## src/rtl/wtu_arbiter.sv

```systemverilog
// Round-robin arbiter that time-shares one wtu_top among NCH sample FIFOs, one frame at a time,
// and tags every transform output with {channel, per-channel frame index, WTU address}.
module wtu_arbiter #(
  parameter int BITWIDTH = 24,
  parameter int DEPTH    = 3,
  parameter int NCH      = 4,
  parameter int FRAME_BW = 4,
  localparam int CH_BW   = $clog2(NCH),
  localparam int WIDTH   = 2 ** DEPTH,
  localparam int AW      = CH_BW + FRAME_BW + DEPTH
) (
  input  logic                    clk,
  input  logic                    rst,
  input  logic                    en,
  input  logic [NCH-1:0]          ch_ready,
  output logic [NCH-1:0]          ch_rd_en,
  input  logic [NCH*BITWIDTH-1:0] ch_data,
  output logic                    wtu_fifo_ready,
  input  logic                    wtu_fifo_rd_en,
  output logic [BITWIDTH-1:0]     wtu_fifo_data,
  input  logic                    wtu_mem_write,
  input  logic [DEPTH-1:0]        wtu_mem_addr,
  input  logic [BITWIDTH-1:0]     wtu_mem_data,
  input  logic                    mem_ready,
  output logic                    wtu_mem_ready,
  output logic                    mem_we,
  output logic [AW-1:0]           mem_addr,
  output logic [BITWIDTH-1:0]     mem_data,
  output logic                    busy,
  output logic [CH_BW-1:0]        cur_ch,
  output logic                    frame_done
);

  // Handshake: a load beat is any LOAD cycle with wtu_fifo_rd_en=1 (the WTU only pops while
  // wtu_fifo_ready=1); an output beat is any XFORM cycle with wtu_mem_write=1.
  typedef enum logic [1:0] {IDLE, LOAD, XFORM} state_t;

  state_t              state, state_next;
  logic [DEPTH:0]      beat_cnt;
  logic [CH_BW-1:0]    rr_ptr;
  logic [FRAME_BW-1:0] frame_cnt [NCH];
  logic                grant_valid;
  logic [CH_BW-1:0]    grant_ch;
  logic [2*NCH-1:0]    ready2;
  logic                load_beat, out_beat, last_beat;

  assign ready2    = {ch_ready, ch_ready};
  assign last_beat = (beat_cnt == (DEPTH + 1)'(WIDTH - 1));

  // Descending scan so the channel closest to rr_ptr is the one left standing.
  always_comb begin
    grant_valid = 1'b0;
    grant_ch    = '0;
    for (int i = NCH - 1; i >= 0; i--) begin
      if (ready2[int'(rr_ptr) + i]) begin
        grant_valid = 1'b1;
        grant_ch    = (int'(rr_ptr) + i >= NCH) ? CH_BW'(int'(rr_ptr) + i - NCH)
                                                : CH_BW'(int'(rr_ptr) + i);
      end
    end
  end

  always_comb begin
    state_next     = state;
    wtu_fifo_ready = 1'b0;
    wtu_fifo_data  = '0;
    ch_rd_en       = '0;
    mem_we         = 1'b0;
    frame_done     = 1'b0;
    load_beat      = 1'b0;
    out_beat       = 1'b0;
    case (state)
      IDLE: begin
        if (en && grant_valid) state_next = LOAD;
      end
      LOAD: begin
        wtu_fifo_ready   = ch_ready[cur_ch];
        wtu_fifo_data    = ch_data[cur_ch*BITWIDTH +: BITWIDTH];
        ch_rd_en[cur_ch] = wtu_fifo_rd_en;
        load_beat        = wtu_fifo_rd_en;
        if (load_beat && last_beat) state_next = XFORM;
      end
      XFORM: begin
        out_beat   = wtu_mem_write;
        mem_we     = out_beat;
        frame_done = out_beat && last_beat;
        if (frame_done) state_next = IDLE;
      end
      default: state_next = IDLE;
    endcase
  end

  always_ff @(posedge clk) begin
    if (rst) begin
      state    <= IDLE;
      rr_ptr   <= '0;
      cur_ch   <= '0;
      beat_cnt <= '0;
      for (int c = 0; c < NCH; c++) frame_cnt[c] <= '0;
    end else begin
      state <= state_next;
      case (state)
        IDLE: begin
          if (en && grant_valid) begin
            cur_ch   <= grant_ch;
            beat_cnt <= '0;
          end
        end
        LOAD: begin
          if (load_beat) beat_cnt <= last_beat ? '0 : beat_cnt + (DEPTH + 1)'(1);
        end
        XFORM: begin
          if (out_beat) begin
            beat_cnt <= last_beat ? '0 : beat_cnt + (DEPTH + 1)'(1);
            if (last_beat) begin
              frame_cnt[cur_ch] <= frame_cnt[cur_ch] + FRAME_BW'(1);
              rr_ptr            <= (cur_ch == CH_BW'(NCH - 1)) ? '0 : cur_ch + CH_BW'(1);
            end
          end
        end
        default: ;
      endcase
    end
  end

  assign busy          = (state != IDLE);
  assign wtu_mem_ready = mem_ready;
  assign mem_data      = wtu_mem_data;
  assign mem_addr      = {cur_ch, frame_cnt[cur_ch], wtu_mem_addr};

`ifndef SYNTHESIS
  always_ff @(posedge clk) begin
    if (!rst && state == LOAD && wtu_fifo_rd_en)
      assert (ch_ready[cur_ch])
      else $error("wtu_arbiter: WTU popped empty channel %0d", cur_ch);
  end
`endif

endmodule

```

## config.mk

```make
export PLATFORM = sky130hd
export DESIGN_NAME = wtu_arbiter
export DESIGN_NICKNAME = d
export VERILOG_FILES = /design/src/rtl/wtu_arbiter.sv
export SDC_FILE = /design/constraint.sdc
export NUM_CORES = 1
export LEC_CHECK = 0
export CAP_MARGIN = 15
export CORE_ASPECT_RATIO = 0.7
export CORE_MARGIN = 4
export CORE_UTILIZATION = 37
export DETAILED_ROUTE_END_ITERATION = 7
export PLACE_DENSITY = 0.94
export SLEW_MARGIN = 25
export SYNTH_ARGS = -nofsm -noshare
export SYNTH_HDL_FRONTEND = slang
export SYNTH_SLANG_ARGS = --single-unit
```

## constraint.sdc

```tcl
create_clock -name clk -period 2.96 [get_ports clk]
set_input_delay 0.592 -clock clk [delete_from_list [all_inputs] [get_ports clk]]
set_output_delay 0.592 -clock clk [all_outputs]
set_load 0.02 [all_outputs]
```

==> summary.txt <==
Placement
  • Placed inst area: 4000 um2
  • IO Port Bufs: 144
  • GPL Wtd Cong: 0.879
  • Placed insts: 444
  • HPWL Detailed: 7250 um

Routing
  • Iteration-0 DRC Markers: 123
  • Drt total wl: 8750 um
  • Avg WL per Cell: 19.5 um
  • TritonRoute pass-1 iters: 4
  • DRC Markers: 0
  • Post-route ant nets: 0
  • Via Count: 2339
  • Vias per cell: 5.22

Clock network
  • Reg clk slew, reported paths: 90 ps
  • Clock sink total: 28
  • Total CTS buffers: 3
  • CTS Buffer Depth: 2
  • CTS tree: yes
  • Clock root buffer: clkbuf_8
  • H-Tree Depth: 1
  • CTS hold repair buffers: 0
  • Clk_lat worst skew: 280 ps
  • Setup bufs post-CTS: 0

Status
  • Status: complete, no violations

GRT
  • Vias in the first global route: 2548
  • Largest net degree at the start of global routing: 31
  • First-pass GRT wire length: 13400 um
  • All-Layer GR Usage: 0.199
  • Initial antenna violation count: 0
  • GRT overflow: 0

STA
  • Setup TNS: 0 ps
  • Period utilisation layout: 0.955
  • F_max: 0.354 GHz
  • Max-slew violation count: 0
  • Relative slew margins: 0.685
  • Post-Route Skew: 2.70 ps
  • RSZ-0062 raised after global routing: false
  • Min Tclk post-route: 2830 ps
  • Tightest Pin Transition: 473 ps
  • Number of hold violations in the final report: 0
  • Final setup vio count: 0

Synthesis
  • Post-synthesis register bit count: 28
  • Post-synthesis area per instance: 11.1 um2
  • Seq/Total Area, Yosys: 0.276
  • Synth area leader: mux4_2
  • Netlist cell types: 40
  • Post-Syn Instances: 235
  • Synthesized Nets: 379
  • Synthesized area: 2610 um2
  • Synth top area share: 0.224
  • Syn. warnings: 0
  • Top cells by area, synth: mux4_2, edfxtp_1, dfxtp_1

Power and ir drop
  • PwrDens: 372 nW/um2
  • Static leakage: 0.00146 uW
  • Pwr Total: 1520 uW
  • VDD IR max: 0.000287 V

Flow run
  • Max-cap violations: 0

Finish
  • Final std cells w/o fill: 448
  • Share of layout cells above drive strength 1: 0.150
  • Nets: 499
  • Antenna diodes: 0
  • Most frequent cells in the layout: clkdlybuf4s50_1, mux4_2, and2_1, nor2_1, edfxtp_1
  • Most common cell after layout, fill and taps aside: clkdlybuf4s50_1
  • Cell area after layout: 4070 um2
  • Area Growth Syn to Fin: 56.1%

Worst setup path
  • CP peak stage delay: 560 ps
  • Crit start category: primary input
  • WS Path Type: primary input to primary output
  • Worst R2R Setup Slack: 900 ps
  • Critical path's most frequent cell: clkdlybuf4s50_1
  • Worst Path Buf+Inv: 2
  • Slowest CP cell: clkdlybuf4s50_1
  • CP Data Required Time: 2370 ps
  • Cells along the critical path: clkdlybuf4s50_1 > mux4_2 > and2_1 > clkdlybuf4s50_1
  • Family with the most delay on the worst path: buffers and inverters
  • Arr. time, crit path: 2230 ps
  • Worst-path fanout max: 1
  • Crit end category: primary output

Die
  • Ports: 201
  • Row cnt: 25
  • Die ar.: 8480 um2
  • Height of the die: 78.3 um
  • Core Area: 6790 um2
  • Chip width: 108 um
  • Initial cell density of the core: 0.384

Min path
  • Hold crit path type: register to register
-- cells by family after synthesis --
logic type | after synthesis | share of synthesized area
DFF | 28 | 0.276
muxes | 35 | 0.279
buffers and inverters | 54 | 0.129
AOI/OAI and AO/OA | 25 | 0.0854
adders and majority gates | 11 | 0.0528
xor gates and xnor gates | 2 | 0.00959
and+or+nand+nor | 80 | 0.168
-- stage by stage --
step                      setup slack (ps)  hold WS [ps]  utilization
after detailed placement               137           487        0.589
after global placement                 151           477        0.589
after floorplan                        702           463            -
after CTS                              132           501        0.600
after global routing                   101           544        0.600
final                                  134           501        0.600
-- per-layer routing --
| metal | global-route usage | part of all wire |
|---|---|---|
| met1 | 0.217 | 0.38 |
| met2 | 0.375 | 0.51 |
| met3 | 0.0641 | 0.096 |
| met4 | 0.0454 | 0.022 |
| met5 | 0 | 0 |
-- state kept, by name (all words and copies together), names as in the netlist, named ones only --
name       count
beat_cnt       4
cur_ch         2
frame_cnt     16
rr_ptr         2
state          2
-- cell usage after synthesis --
library cell	n
buf_4	31
mux4_2	26
and2_1	25
nor2_1	22
edfxtp_1	16
dfxtp_1	12
inv_1	12
ha_1	11
clkbuf_1	6
nand2_1	6
a211oi_1	5
a21oi_1	5
nand3_1	5
and3_1	4
mux2i_1	4
nand2b_1	4
o32ai_1	4
or3_1	4
buf_2	3
mux4_1	3
a21boi_1	2
buf_6	2
mux2_2	2
nand3b_1	2
nand4b_1	2
nor2b_1	2
o21ai_0	2
a2111oi_4	1
a222oi_1	1
a22oi_1	1
a31o_2	1
nand3_2	1
nor3_1	1
nor4_1	1
o31ai_1	1
o41a_1	1
o41ai_4	1
or4b_2	1
xnor2_1	1
xor2_2	1
-- tightest hold or removal path, stage by stage (launching register included) --
cell and delay [ps]:
dfxtp_1 330, nand2b_1 70, a21oi_1 50
-- path summary, 6_finish.rpt --
check / endpoint / cells after the start / from
setup / recovery: wtu_fifo_data[16] / 4 / ch_data[16]
setup reg to reg: frame_cnt[1][2] / 4 / register
hold reg to reg: beat_cnt[1] / 2 / beat_cnt[1]
hold / removal: beat_cnt[1] / 2 / beat_cnt[1]
-- timing repair --
item | in CTS | in global routing
setup endpoints to repair | 1 | 0
resized for setup | 1 | 0
hold endpoints to repair | 0 | 0
-- final cells by class --
type | instances | area (um2)
Fill cell | 553 | 2720
Timing Repair Buffer | 157 | 1560
Multi-Input combinational cell | 153 | 1550
Sequential cell | 28 | 722
Tap cell | 94 | 118
Inverter | 12 | 45.0
Clock buffer | 3 | 41.3
Clock inverter | 1 | 30.0
-- where the power goes --
group	total (uW)	switching (uW)	leakage [uW]	internal [uW]
Clock	303	122	0.0000357	181
Sequential	450	19.3	0.000263	431
Combinational	763	327	0.00116	436
Total	1520	469	0.00146	1050
(Power assumes the default switching activity.)
